===== src/rtl/pyseq_ctrl_pkg.sv =====
// Shared definitions for the payload sequencer: packet types, FSM states,
// symbol-rate divider values and the packet-type configuration decoder.
package pyseq_ctrl_pkg;

  localparam logic [3:0] PT_NULL = 4'h0;
  localparam logic [3:0] PT_POLL = 4'h1;
  localparam logic [3:0] PT_FHS  = 4'h2;
  localparam logic [3:0] PT_DM1  = 4'h3;
  localparam logic [3:0] PT_DH1  = 4'h4;
  localparam logic [3:0] PT_HV1  = 4'h5;
  localparam logic [3:0] PT_HV2  = 4'h6;
  localparam logic [3:0] PT_HV3  = 4'h7;
  localparam logic [3:0] PT_DV   = 4'h8;
  localparam logic [3:0] PT_AUX1 = 4'h9;
  localparam logic [3:0] PT_DM3  = 4'hA;
  localparam logic [3:0] PT_DH3  = 4'hB;
  localparam logic [3:0] PT_DM5  = 4'hE;
  localparam logic [3:0] PT_DH5  = 4'hF;

  localparam logic [2:0] DIV_BR   = 3'd6;
  localparam logic [2:0] DIV_DPSK = 3'd3;
  localparam logic [2:0] DIV_8PSK = 3'd2;

  localparam logic [9:0] MAX_LEN_BYTE = 10'd1021;

  typedef enum logic [2:0] {
    S_IDLE,
    S_ST,
    S_RUN,
    S_TAIL,
    S_DONE,
    S_ERR
  } state_t;

  typedef struct packed {
    logic        ok;
    logic [12:0] len_bits;
    logic        crc;
    logic        fec31;
    logic        fec32;
  } pycfg_t;

  function automatic pycfg_t decode_type(input logic [3:0] ptype, input logic [9:0] len_byte);
    pycfg_t     c;
    logic [9:0] lb;
    lb = (len_byte > MAX_LEN_BYTE) ? MAX_LEN_BYTE : len_byte;
    c = '0;
    c.ok = 1'b1;
    case (ptype)
      PT_NULL, PT_POLL: begin end
      PT_FHS:                begin c.len_bits = 13'd144; c.crc = 1'b1; c.fec32 = 1'b1; end
      PT_DM1, PT_DM3, PT_DM5: begin c.len_bits = {lb, 3'b000}; c.crc = 1'b1; c.fec32 = 1'b1; end
      PT_DH1, PT_DH3, PT_DH5: begin c.len_bits = {lb, 3'b000}; c.crc = 1'b1; end
      PT_HV1:                begin c.len_bits = 13'd80;  c.fec31 = 1'b1; end
      PT_HV2:                begin c.len_bits = 13'd160; c.fec32 = 1'b1; end
      PT_HV3:                c.len_bits = 13'd240;
      PT_AUX1:               c.len_bits = {lb, 3'b000};
      default:               c.ok = 1'b0;
    endcase
    return c;
  endfunction

endpackage


===== src/rtl/pyseq_ctrl_pysym_strobe.sv =====
// Symbol-rate divider: counts 0..n-1 while enabled and strobes on the last count.
module pysym_strobe (
  input  logic       clk_6M,
  input  logic       rst,
  input  logic       clr,
  input  logic       en,
  input  logic [2:0] n,
  output logic       py_datvalid_p
);

  logic [2:0] cnt;
  logic       at_top;

  assign at_top = (cnt == n - 3'd1);

  always_ff @(posedge clk_6M) begin
    if (rst || clr) begin
      cnt <= '0;
    end else if (en) begin
      cnt <= at_top ? '0 : cnt + 3'd1;
    end
  end

  assign py_datvalid_p = en && at_top;

endmodule


===== src/rtl/pyseq_ctrl.sv =====
// Payload sequencer: latches packet configuration on start, paces symbols,
// and waits for end-of-payload (and EDR tailer on transmit) before completing.
module pyseq_ctrl
  import pyseq_ctrl_pkg::*;
#(
  parameter int TIMEOUT_SYM = 8191
) (
  input  logic        clk_6M,
  input  logic        rst,
  input  logic        start_p,
  input  logic        abort_p,
  input  logic        tx,
  input  logic [3:0]  pk_type,
  input  logic [9:0]  len_byte,
  input  logic        packet_BRmode,
  input  logic        packet_DPSK,
  input  logic        py_endp,
  input  logic        dec_py_endp,
  input  logic        edrtailer_endp,
  output logic        py_st_p,
  output logic        py_datvalid_p,
  output logic [12:0] pylenbit,
  output logic        crcencode,
  output logic        fec31encode,
  output logic        fec32encode,
  output logic        pk_encode,
  output logic        busy,
  output logic        done_p,
  output logic        err_p
);

  localparam int CW = $clog2(TIMEOUT_SYM + 1);

  state_t        state, state_nx;
  pycfg_t        cfg_in;
  logic          br_q;
  logic [2:0]    div_n;
  logic [CW-1:0] sym_cnt;
  logic          run_en, strobe_clr, accept, end_ev;

  assign cfg_in     = decode_type(pk_type, len_byte);
  assign accept     = (state == S_IDLE) && start_p && !abort_p;
  assign run_en     = (state == S_RUN) || (state == S_TAIL);
  assign strobe_clr = !run_en;
  assign busy       = (state != S_IDLE);

  always_ff @(posedge clk_6M) begin
    if (rst) begin
      state       <= S_IDLE;
      pylenbit    <= '0;
      crcencode   <= 1'b0;
      fec31encode <= 1'b0;
      fec32encode <= 1'b0;
      pk_encode   <= 1'b0;
      br_q        <= 1'b0;
      div_n       <= DIV_BR;
      sym_cnt     <= '0;
    end else begin
      state <= state_nx;
      if (accept) begin
        pylenbit    <= cfg_in.len_bits;
        crcencode   <= cfg_in.crc;
        fec31encode <= cfg_in.fec31;
        fec32encode <= cfg_in.fec32;
        pk_encode   <= tx;
        br_q        <= packet_BRmode;
        div_n       <= packet_BRmode ? DIV_BR : (packet_DPSK ? DIV_DPSK : DIV_8PSK);
      end
      if (state == S_ST) begin
        sym_cnt <= '0;
      end else if (py_datvalid_p) begin
        sym_cnt <= sym_cnt + 1'b1;
      end
    end
  end

  always_comb begin
    state_nx = state;
    py_st_p  = 1'b0;
    done_p   = 1'b0;
    err_p    = 1'b0;
    end_ev   = pk_encode ? py_endp : dec_py_endp;
    case (state)
      S_IDLE: if (start_p) state_nx = cfg_in.ok ? S_ST : S_ERR;
      S_ST: begin
        py_st_p  = 1'b1;
        state_nx = (pylenbit == '0) ? S_DONE : S_RUN;
      end
      S_RUN: begin
        if (end_ev) state_nx = (pk_encode && !br_q) ? S_TAIL : S_DONE;
        else if (sym_cnt == CW'(TIMEOUT_SYM)) state_nx = S_ERR;
      end
      S_TAIL: if (edrtailer_endp) state_nx = S_DONE;
      S_DONE: begin
        done_p   = 1'b1;
        state_nx = S_IDLE;
      end
      S_ERR: begin
        err_p    = 1'b1;
        state_nx = S_IDLE;
      end
      default: state_nx = S_IDLE;
    endcase
    // Abort overrides every transition, including a coincident end event.
    if (abort_p) state_nx = S_IDLE;
  end

  pysym_strobe u_strobe (
    .clk_6M        (clk_6M),
    .rst           (rst),
    .clr           (strobe_clr),
    .en            (run_en),
    .n             (div_n),
    .py_datvalid_p (py_datvalid_p)
  );

endmodule


===== config.mk =====
export PLATFORM = sky130hd
export DESIGN_NAME = pyseq_ctrl
export DESIGN_NICKNAME = d
export VERILOG_FILES = /design/src/rtl/pyseq_ctrl_pkg.sv /design/src/rtl/pyseq_ctrl_pysym_strobe.sv /design/src/rtl/pyseq_ctrl.sv
export SDC_FILE = /design/constraint.sdc
export NUM_CORES = 1
export LEC_CHECK = 0
export CAP_MARGIN = 20
export CORE_MARGIN = 2
export CORE_UTILIZATION = 44
export CTS_CLUSTER_DIAMETER = 200
export CTS_CLUSTER_SIZE = 14
export DETAILED_ROUTE_END_ITERATION = 6
export PLACE_DENSITY = 0.75
export SETUP_SLACK_MARGIN = 0.2
export SYNTH_ARGS = -nofsm -noshare
export SYNTH_HDL_FRONTEND = slang
export SYNTH_HIERARCHICAL = 1
export SYNTH_SLANG_ARGS = --single-unit

===== constraint.sdc =====
create_clock -name clk_6M -period 2 [get_ports clk_6M]
set_input_delay 0.2 -clock clk_6M [delete_from_list [all_inputs] [get_ports clk_6M]]
set_output_delay 0.2 -clock clk_6M [all_outputs]
set_load 0.01 [all_outputs]

# --- Word level (Yosys, flattened, before mapping) ---
# Index checks and enable logic that the tools add are counted.
totals:
  regBits: 40
  in_bits: 24
  out_inout_bits: 22
  wordCells: 77
op_classes:
  add_sub_neg: 3
  magnitude_cmp: 1
  eq_ne: 22
  n_mux: 21
  reduce_logical: 20
ops:
  columns: ["operator", "n"]
  rows:
  - ["one-hot mux 13 bit (5 select lines)", 1]
  - ["2-to-1 mux 3 bit", 9]
  - ["equality test 4 bit (second input constant)", 5]
  - ["equality test 4 x 3 -> 1 bit (second input constant)", 4]
  - ["OR reduction 7 bit", 2]
  - ["adder 13 x 1 -> 13 bit (second input constant)", 1]
  - ["equality test 13 bit (second input constant)", 1]
  - ["logical NOT 13 bit", 1]
  - ["OR reduction 13 bit", 1]
  - ["one-hot mux 3 bit (4 select lines)", 1]
  - ["greater-than comparator 10 bit (second input constant)", 1]
  - ["2-to-1 mux 10 bit", 1]
  - ["2-to-1 mux 1 bit", 9]
  - ["equality test 4 x 2 -> 1 bit (second input constant)", 2]
  - ["equality test 3 x 2 -> 1 bit (second input constant)", 2]
  - ["equality test 3 bit (second input constant)", 2]
  - ["OR reduction 5 bit", 1]
  - ["equality test 4 x 1 -> 1 bit (second input constant)", 1]
  - ["logical AND 1 bit", 4]
  - ["logical NOT 4 bit", 1]
  - ["!= test 2 bit (second input constant)", 2]
  - ["OR reduction 2 bit", 2]
  - ["adder 3 x 1 -> 3 bit (second input constant)", 1]
  - ["equality test 3 x 1 -> 1 bit (second input constant)", 1]
  - ["other kinds (8)", 11]

# --- Longest topological paths before layout ---
logic_depth:
  word_depth: 6
  ltp_mapped: 9
  ltp_nobuf: 9

# --- Cells and area by module ---
# Netlist, hierarchy kept.
by_module_without_submodules:
  columns: ["module", "instances", "cells_each", "area_per_inst_um2", "seq_area_each_um2"]
  rows:
  - ["pyseq_ctrl", 1, 200, 1659.1, 660.6]
  - ["pysym_strobe", 1, 18, 193.9, 60.1]

# --- Worst setup path before layout ---
# Ideal clock, no wire load.
synth_timing:
  path_type: "register -> register"
  startpoint: "register state[1]"
  endpoint: "register sym_cnt[11]"
  setup_time_ns: 0.070
  t_arrival_ns: 2.026
  t_required_ns: 1.930
  setup_slack_ns: -0.096
  stages_incl_launch_ff: 7
  n_path_buf: 0
  synth_period_minus_slack_ns: 2.096
  path_cell_list: "dfxtp_1 -> nor2b_1 -> and4_4 -> nand4_1 -> or2_2 -> or3_1 -> a21oi_1"
synth_via:
  elab_chain_len: 3
  word_cells_on_any_way: 6
  classes_between: "3 x eq/ne; 3 x reduce/logical"
synth_lines:
  columns: ["element", "line", "text"]
  rows:
  - ["start, declared", "pyseq_ctrl.sv:34", "state_t state, state_nx;"]
  - ["start signal, assigned", "pyseq_ctrl.sv:59", "state <= state_nx;"]
  - ["equality test 3 x 2 -> 1 bit", "pyseq_ctrl.sv:43", "assign run_en = (state == S_RUN) || (state == S_TAIL);"]
  - ["logical OR 1 bit (*)", "pyseq_ctrl.sv:43", null]
  - ["via run_en", "pyseq_ctrl.sv:39", "logic run_en, strobe_clr, accept, end_ev;"]
  - ["logical AND 1 bit (*)", "pyseq_ctrl_pysym_strobe.sv:24", "assign py_datvalid_p = en && at_top;"]
  - ["via py_datvalid_p", "pyseq_ctrl.sv:21", "output logic py_datvalid_p,"]
  - ["end signal, assigned", "pyseq_ctrl.sv:72", "sym_cnt <= sym_cnt + 1'b1;"]
  - ["end, declared", "pyseq_ctrl.sv:38", "logic [CW-1:0] sym_cnt;"]
# Mark *: on every way through the listed nets, which the timed path passes. The rest lies on a longest branch.
# A chain may end at the register's enable or synchronous reset.

# --- Worst setup path in the final report ---
layout_timing:
  startpoint: "register div_n[0]"
  endpoint: "register sym_cnt[5]"
layout_via:
  elab_chain_len: 3
layout_lines:
  columns: ["element", "line", "text"]
  rows:
  - ["start, declared", "pyseq_ctrl.sv:37", "logic [2:0] div_n;"]
  - ["start signal, assigned", "pyseq_ctrl.sv:67", "div_n <= packet_BRmode ? DIV_BR : (packet_DPSK ? DIV_DPSK : DIV_8PSK);"]
  - ["subtractor 3 x 1 -> 3 bit", "pyseq_ctrl_pysym_strobe.sv:14", "assign at_top = (cnt == n - 3'd1);"]
  - ["equality test 3 bit", "pyseq_ctrl_pysym_strobe.sv:14", null]
  - ["logical AND 1 bit", "pyseq_ctrl_pysym_strobe.sv:24", null]
# No other way between the ends.

==> impl_metrics.py <==
metrics = {
    "logic_synthesis": {
        "synth_top_area_share_pct": 38.9,
        "postSynth.topFlopCell": "dfxtp_1",
        "synth_top_cells_by_area": "dfxtp_1 (39%), xor2_1 (5.2%), nor2_1 (4.9%)",
        "synth_most_common_cell": "dfxtp_1",
        "post_synth_edffs": 0,
        "netlist.top_cell.by_area": "dfxtp_1",
        "ys_seq_elements": 36,
        "synth_cells": 218,
        "synth_area_per_cell_um2": 8.50,
        "synth.yosys.seq_area_share_pct": 38.9,
        "yosys-top-cells-count": "dfxtp_1 (36), nor2_1 (24), nand2_1 (21)",
        "post_synthesis_cell_area_mm2": 0.00185,
        "synthArstFlopShare_pct": 0,
        "synth_cell_type_count": 50,
        "synthesis.yosys.warnings": 6,
    },
    "setup_path": {
        "start_kind": "flop",
        "r2r_slack_ns": 0.13,
        "critPathMaxStageDelay_ns": 0.35,
        "cp_data_required_time_ns": 2.18,
        "worst_path_max_delay_cell": "dfxtp_2",
        "timing_worst_setup_path_type": "reg2reg",
        "timing.critical_path.cells": "inv_2, ha_4, xor2_1, and4_4, nand4_1, or2_4, buf_6, buf_6, xor2_1, nor2_1",
        "reg2reg_from": "div_n[0]",
        "worstPathBufferInverterCount": 3,
        "crit_path_start": "div_n[0]",
        "worst_setup_path_end_kind": "flop",
        "cpLargestDelayFamily": "simple AND/OR/NAND/NOR gates",
        "r2r_path_end": "sym_cnt[5]",
        "worst_r2r_path_depth": 10,
        "crit_fanout": 4,
        "critPathArrivalTime_ns": 2.05,
    },
    "placed_design": {
        "place_inst": 316,
        "dpl-instance-area_mm2": 0.00240,
        "dp_hpwl_um": 3150,
        "gpl.final_weighted_congestion": 0.824,
        "numPortBuffers": 42,
    },
    "power": {
        "power.ir.vdd_worst_v": 0.000443,
        "p_leak_nw": 1.07,
        "design_power_total_w": 0.00174,
        "power-per-cell-area_mw_per_mm2": 646,
    },
    "worst_hold_path": {
        "hp-start": "tx",
        "worst_hold_path.num_cells": 3,
        "kind_of_path_behind_the_tightest_hold_check": "in2reg",
        "worst_hold_path.endpoint": "pk_encode",
    },
    "cts": {
        "clk_slew_on_worst_s_h_paths_ns": 0.07,
        "cts_inserted_buffers": 5,
        "htree_levels": 2,
        "clk-insertion-delay-late_ns": 0.29,
        "clock_tree_from_tritoncts": "done",
        "cts.root.buffer_cell": "clkbuf_8",
        "clockBufferDepth": 2,
        "clock_tree_sinks": 36,
    },
    "drt": {
        "wl_per_cell_um": 13.0,
        "ant_nets": 0,
        "remaining_drc_errors": 0,
        "vias_after_detailed_routing": 1760,
        "firstDrtPassIters": 4,
        "drt_iter0_drc": 55,
        "route.detailed.vias_per_inst": 5.25,
        "drt_wl_total_um": 4370,
    },
    "timing": {
        "hold_slack_ns": 0.456,
        "timing.clock.skew_ns": 0.00327,
        "maxSlewViolCount": 0,
        "setup_viol": 0,
        "fmaxAchievable_ghz": 0.533,
        "finalCriticalPeriod_ns": 1.87,
        "final_min_period_over_clock_period_pct": 93.7,
        "rsz0062_at_grt": "true",
        "hold_viol_final": 0,
    },
    "global_routing": {
        "first_global_vias": 1653,
        "grt_max_degree": 14,
        "grtUsageTotal_pct": 20.4,
        "grt_antenna_before_repair": 0,
        "grt_first_pass_wirelength_um": 7250,
        "grt.overflow.total": 0,
    },
    "cells_and_area": {
        "antenna_cells": 0,
        "design_area_mm2": 0.00269,
        "syn2layout_area_growth_pct": 45.1,
        "nets": 311,
        "layout-drive-gt1-share_pct": 20.7,
        "final_cell_count_no_fill": 335,
    },
    "status": {
        "outcome": "finished, final reports clean",
    },
    "floorplan": {
        "die_area_mm2": 0.00475,
        "core_mm2": 0.00403,
        "die_y_um": 68.9,
        "ios": 46,
        "num_rows": 23,
        "initial_utilization_pct": 46.0,
        "floorplan.die.width_um": 68.9,
    },
    "flow_run": {
        "cap_viol_max_count": 0,
    },
}
through the flow:
step / setup WS [ns] / utilization, % / TNS [ns]
after floorplan: 0.0396 / - / 0
after global placement: 0.0561 / 59.7 / 0
after detailed placement: -0.0180 / 59.7 / -0.0180
after CTS: 0.106 / 64.8 / 0
after global routing: 0.0154 / 66.7 / 0
final: 0.125 / 66.7 / 0
where the power goes:
| group | switching (W) | internal, W |
|---|---|---|
| registers | 0.0000158 | 0.000736 |
| logic | 0.000136 | 0.000153 |
| clock network | 0.000257 | 0.000440 |
| total | 0.000409 | 0.00133 |
logic make-up after synthesis:
| family | share of synthesized area (%) |
|---|---|
| xor gates and xnor gates | 8.30 |
| AOI/OAI and AO/OA | 16.1 |
| adders and majority gates | 2.03 |
| DFF | 38.9 |
| muxes | 1.69 |
| and+or+nand+nor | 27.3 |
| buffers and inverters | 5.33 |
| other | 0.405 |
area by class of cell:
class	instances	area, um^2
clock inverters	1	30.0
fillers	334	1340
multi-input cells	165	1100
inverters	6	22.5
clock buffers	7	96.3
flip-flops and latches	36	723
repair buffers	70	651
well taps	50	62.6
repair_timing:
| item | in CTS | in global routing |
|---|---|---|
| setup buffers | 7 | 4 |
| pin swaps | 6 | 12 |
| hold buffers | 0 | 0 |
| resized for setup | 10 | 15 |
| endpoints found under the setup margin | 14 | 16 |
worst max path at each step:
stage          slack (ns)     endpoint  depth (start not counted)
2_1_floorplan        0.04  sym_cnt[11]                          8
3_3_place_gp         0.06  sym_cnt[11]                          8
4_1_cts              0.11  sym_cnt[11]                          8
6_report             0.13   sym_cnt[5]                         10
3_5_place_dp        -0.02  sym_cnt[11]                          8
5_1_grt              0.02   sym_cnt[5]                         10
worst min-delay path, stage by stage:
cell and delay [ns]:
clkdlybuf4s50_1 0.40, nand2_1 0.05, a21oi_1 0.05
sequential cells by signal, summed over array words and instances, names as in the netlist:
signal        flops
state             3
sym_cnt          13
br_q              1
pylenbit         10
fec32encode       1
crcencode         1
div_n             2
fec31encode       1
pk_encode         1
u_strobe/cnt      3
routing by layer:
metal	GRT usage [%]	share of wire [%]	wire length, um	up-vias
li1	-	-	-	900
met1	25.7	44	1930	809
met2	34.3	49	2160	46
met3	5.19	5.0	219	5
met4	6.37	1.3	57	0
met5	0	0	0	-
layout by cell type (no fill, tap or decap), types with 5 or more instances in the layout:
cell type / n
nand4_1: 5
a21oi_1: 15
nor4_1: 5
nor2_1: 23
xor2_1: 11
dfxtp_1: 34
nand2_1: 20
buf_6: 5
clkdlybuf4s50_1: 38
nand3_1: 5
buf_4: 24
o21ai_0: 6
a22oi_1: 7
clkbuf_8: 7
inv_1: 5
No activity file was read; power rests on OpenSTA's default activity.
==> RTL edit 1: new RTL, same settings <==
Encoding of `state_t`: now one-hot (6 bits for 6 states).
--- a/src/rtl/pyseq_ctrl_pkg.sv
+++ b/src/rtl/pyseq_ctrl_pkg.sv
@@ -23,13 +23,13 @@
 
   localparam logic [9:0] MAX_LEN_BYTE = 10'd1021;
 
-  typedef enum logic [2:0] {
-    S_IDLE,
-    S_ST,
-    S_RUN,
-    S_TAIL,
-    S_DONE,
-    S_ERR
+  typedef enum logic [5:0] {
+    S_IDLE = 6'b000001,
+    S_ST   = 6'b000010,
+    S_RUN  = 6'b000100,
+    S_TAIL = 6'b001000,
+    S_DONE = 6'b010000,
+    S_ERR  = 6'b100000
   } state_t;
 
   typedef struct packed {
Behaviour: no difference found for any inputs over 10 cycles, from zero or initial values and one cycle with rst high; not proved beyond that.
==> RTL edit 1 against the unedited design <==
The flow now finishes with violations (negative setup slack); power decreased by 4.1%; setup slack lost 0.51 ns; wire length increased by 38%; area after synthesis rose by 5.9%; sequential power grew 7.3%; via count is 15% higher; sequential cell count increased by 3; clock power is 23% lower; final area rose by 14%; critical path type unchanged; highest routed layer unchanged.
==> RTL edit 1: results (changes against the unedited design) <==
largest net degree at the start of global routing: 15 (+1)
post-placement cell count: 340 (+7.6%)
peak supply drop: 340 µV (-23%)
critical path's slowest cell: or4_4
run status: complete, but fails checks
static leakage power: 0.00120 µW (+12%)
cell types occupying the most area after synthesis: dfxtp_1, nor2_1, xor2_1
Final GP Congestion: 0.835 (+1.2%)
violated checks: negative setup slack
Largest stage delay, worst path: 0.52 ns (+0.17 ns)
sequential element share of the synthesized area: 0.398 (+0.00903)
total half-perimeter wirelength after legalization and detailed placement: 3820 µm (+21%)
worst slack, placed: -0.372 ns (-0.354 ns)
count of mapped cells out of synthesis: 230 (+5.5%)
final setup vio count: 14 (+14)
global-route wire length before repair: 8450 µm (+16%)
vias per cell: 5.60 (+6.6%)
final setup margin: -0.385 ns (-0.510 ns)
CP arrival: 2.62 ns (+0.57 ns)
routed len/inst: 16.7 µm (+28%)
Final Skew: 0.00472 ns (+0.00145 ns)
count of different cell masters after synthesis: 51 (+2.0%)
detailed router's first-iteration violation count: 121 (+120%)
Buffers & Inverters on Critical Path: 0 (-3)
fill count: 313 (-6.3%)
Net count, final: 335 (+7.7%)
-- RTL edit 1: cell count changes in the layout (fill, tap and decap cells not counted), moves of 3 or more --
cell     unedited run  this run
a21oi_2             2         5
nand3_1             5         1
nor2_1             23        29
a22oi_1             7         1
nand4_1             5         8
nor4_1              5         2
a22oi_2             0         5
nand2_1            20        17
buf_6               5        12
a21oi_1            15         7
nor3_1              4         7
-- RTL edit 1: worst paths after layout --
path                                          startpoint                       end  slack (ns)  cells after the start
worst max register to register     state[0]$_SDFFE_PP1P_   sym_cnt[9]$_SDFFE_PP0P_       -0.38                      8
worst min register to register  fec31encode$_SDFFE_PP0P_  fec31encode$_SDFFE_PP0P_        0.48                      2
worst max-delay path               state[0]$_SDFFE_PP1P_   sym_cnt[9]$_SDFFE_PP0P_       -0.38                      8
worst min-delay path                                  tx    pk_encode$_SDFFE_PP0P_        0.47                      3
-- RTL edit 1: kinds of logic (layout without fill, tap and decap cells) --
| kind of cell | Yosys count | after routing | share of synthesized area |
|---|---|---|---|
| adders and majority gates | 3 | 3 | 0.0191 |
| AOI/OAI and AO/OA | 41 | 41 | 0.128 |
| and+or+nand+nor | 110 | 110 | 0.323 |
| muxes | 2 | 2 | 0.0102 |
| buffers and inverters | 17 | 94 | 0.0395 |
| xor gates and xnor gates | 16 | 16 | 0.0784 |
| other | 2 | 4 | 0.00383 |
| DFF | 39 | 39 | 0.398 |
-- RTL edit 1: area by class of cell --
class	count	share of cell area
Clock buffer	5	0.0225
Clock inverter	3	0.00655
Tap cell	52	0.0213
Sequential cell	39	0.258
Multi-Input combinational cell	176	0.430
Inverter	6	0.00819
Timing Repair Buffer	80	0.254
-- RTL edit 1: repair_timing --
action	4_1_cts	5_1_grt
endpoints found under the setup margin	34	40
gates cloned	0	1
pin swaps	6	18
resized for setup	22	56
hold buffers	0	0
buffers inserted	3	9
-- RTL edit 1: per-layer routing --
metal  part of all wire  GRT usage  wire (µm)  vias up
met5                  0          0          0        -
met4              0.018     0.0734        111        0
met3              0.038     0.0413        229       10
met2               0.56      0.374       3380       66
met1               0.38      0.250       2320      979
li1                   -          -          -      967
-- RTL edit 1: stage by stage --
| step | TNS [ns] | power [µW] | cell area, µm² |
|---|---|---|---|
| global route | -4.53 | 1730 | 3060 |
| detailed placement | -3.08 | 1060 | 2590 |
| CTS | -2.97 | 1600 | 2750 |
| floorplan | -2.31 | 944 | 1970 |
| global placement | -2.51 | 1060 | 2590 |
| finish | -3.13 | 1670 | 3060 |
-- RTL edit 1: report_power, final --
part           internal, µW  leakage, µW  switching [µW]
Clock                   243    0.0000402             292
Combinational           168     0.000843             156
Sequential              792     0.000317            14.2
Total                  1200      0.00120             463
==> RTL edit 2: new RTL, same settings <==
Without the edit above. Set the parameter `TIMEOUT_SYM` to 32764 (it was 8191).
--- a/src/rtl/pyseq_ctrl.sv
+++ b/src/rtl/pyseq_ctrl.sv
@@ -3,7 +3,7 @@
 module pyseq_ctrl
   import pyseq_ctrl_pkg::*;
 #(
-  parameter int TIMEOUT_SYM = 8191
+  parameter int TIMEOUT_SYM = 32764
 ) (
   input  logic        clk_6M,
   input  logic        rst,
Function: same outputs for any inputs over 10 cycles, from zero or initial values and one cycle with rst high; that may be too few to reach the edited logic, so the function may still have changed.
==> RTL edit 2 against the unedited design <==
Highest routed layer unchanged; power down 6.6%; cell count grew 6.0%; largest power group unchanged; area after synthesis grew 10%; wire length is 19% higher; setup slack improved by 0.11 ns; final area increased by 4.5%; combinational power down 3%; register-to-register slack improved by 0.12 ns; sequential cell count increased by 2; largest cell class unchanged.
==> RTL edit 2: results (changes against the unedited design) <==
Net count, final: 330 (+6.1%)
total placed instance area: 0.00260 mm² (+8.1%)
Largest stage delay, worst path: 0.56 ns (+0.21 ns)
number of buffers created by CTS: 5 (unchanged)
count of different cell masters after synthesis: 49 (-2.0%)
post-CTS setup buffer count: 2 (-5)
First-pass DRT Iterations: 4 (unchanged)
Final Skew: 0.00788 ns (+0.00461 ns)
global-route wire length before repair: 8290 µm (+14%)
met2 wire length: 2720 µm (+26%)
fill count: 376 (+13%)
met3 wire len: 251 µm (+15%)
worst slack, placed: 0.128 ns (+0.146 ns)
setup slack of the worst register-to-register path: 0.25 ns (+0.12 ns)
total half-perimeter wirelength after legalization and detailed placement: 3700 µm (+17%)
total via count after detailed routing: 1966 (+12%)
met2 layer usage reported by global route: 0.373 (+0.0305)
detailed router's first-iteration violation count: 91 (+65%)
static leakage power: 0.00102 µW (-5.1%)
met3 global-route usage: 0.0556 (+0.00361)
largest net degree at the start of global routing: 16 (+2)
share of cells above drive strength 1: 0.188 (-0.0189)
via count of the first global-routing pass: 1852 (+12%)
registers with the highest flip-flop counts: sym_cnt (15), pylenbit (10)
cell types occupying the most area after synthesis: dfxtp_1, nand2_1, nor2_1
maximum fanout along the worst path: 7 (+3)
P_int: 1200 µW (-9.7%)
cells resized by post-CTS repair: 11 (+1)
sequential element share of the synthesized area: 0.373 (-0.0161)
critical path's slowest cell: clkdlybuf4s50_1
Final GP Congestion: 0.818 (-0.84%)
peak supply drop: 522 µV (+18%)
global routing met1 resource utilization: 0.236 (-0.0208)
run status: completed
cell types with the highest counts after synthesis: dfxtp_1, nand2_1, nor2_1
post-synthesis xor/xnor area fraction: 0.0754 (-0.00764)
routed len/inst: 14.6 µm (+12%)
fraction of the mapped netlist area in adder cells: 0.0245 (+0.00427)
type of the most critical hold path: reg2reg
Compound-Gate Fraction of Synth Area: 0.143 (-0.0178)
CP arrival: 1.56 ns (-0.49 ns)
## RTL edit 2: final cells by class
type                    instances  area [µm²]  area share
multi-input cells             184        1260       0.450
flip-flops and latches         38         763       0.272
repair buffers                 64         592       0.211
clock buffers                   7        86.3      0.0307
well taps                      52        65.1      0.0232
inverters                       9        33.8      0.0120
clock inverters                 1        5.00     0.00178
## RTL edit 2: power groups by stage
stage | combinational (µW) | clock (µW) | sequential [µW]
6_report | 281 | 553 | 789
5_1_grt | 302 | 592 | 791
4_1_cts | 274 | 561 | 789
3_5_place_dp | 267 | 0 | 806
3_3_place_gp | 264 | 0 | 806
2_1_floorplan | 139 | 0 | 809
## RTL edit 2: logic make-up (layout without fill, tap and decap cells)
family          after synthesis  count (layout)
buf+inv                      25              81
xor+xnor                     16              16
simple gates                116             116
flops                        38              38
mux                           3               3
other cells                   2               4
fa+ha+maj                     4               4
compound gates               41              41
## RTL edit 2: worst reg2reg max path: cells and delay by family (launching register included)
kind,cells,cell delay [ns]
simple gates,3,0.69
flops,1,0.34
buf+inv,2,0.22
fa+ha+maj,1,0.20
xor+xnor,1,0.13
compound gates,1,0.11
## RTL edit 2: stage by stage
step	std cells	hold slack (ns)
5_1_grt	355	0.478
3_5_place_dp	345	0.449
4_1_cts	355	0.459
3_3_place_gp	345	0.443
6_report	355	0.453
2_1_floorplan	247	0.277
## RTL edit 2: path summary, 6_finish.rpt
path              cells past startpoint                startpoint                       end
hold / removal                        2  fec31encode$_SDFFE_PP0P_  fec31encode$_SDFFE_PP0P_
hold reg to reg                       2  fec31encode$_SDFFE_PP0P_  fec31encode$_SDFFE_PP0P_
setup / recovery                      3     state[1]$_SDFFE_PP0P_                    done_p
setup reg to reg                      8     div_n[0]$_SDFFE_PP0P_   sym_cnt[6]$_SDFFE_PP0P_
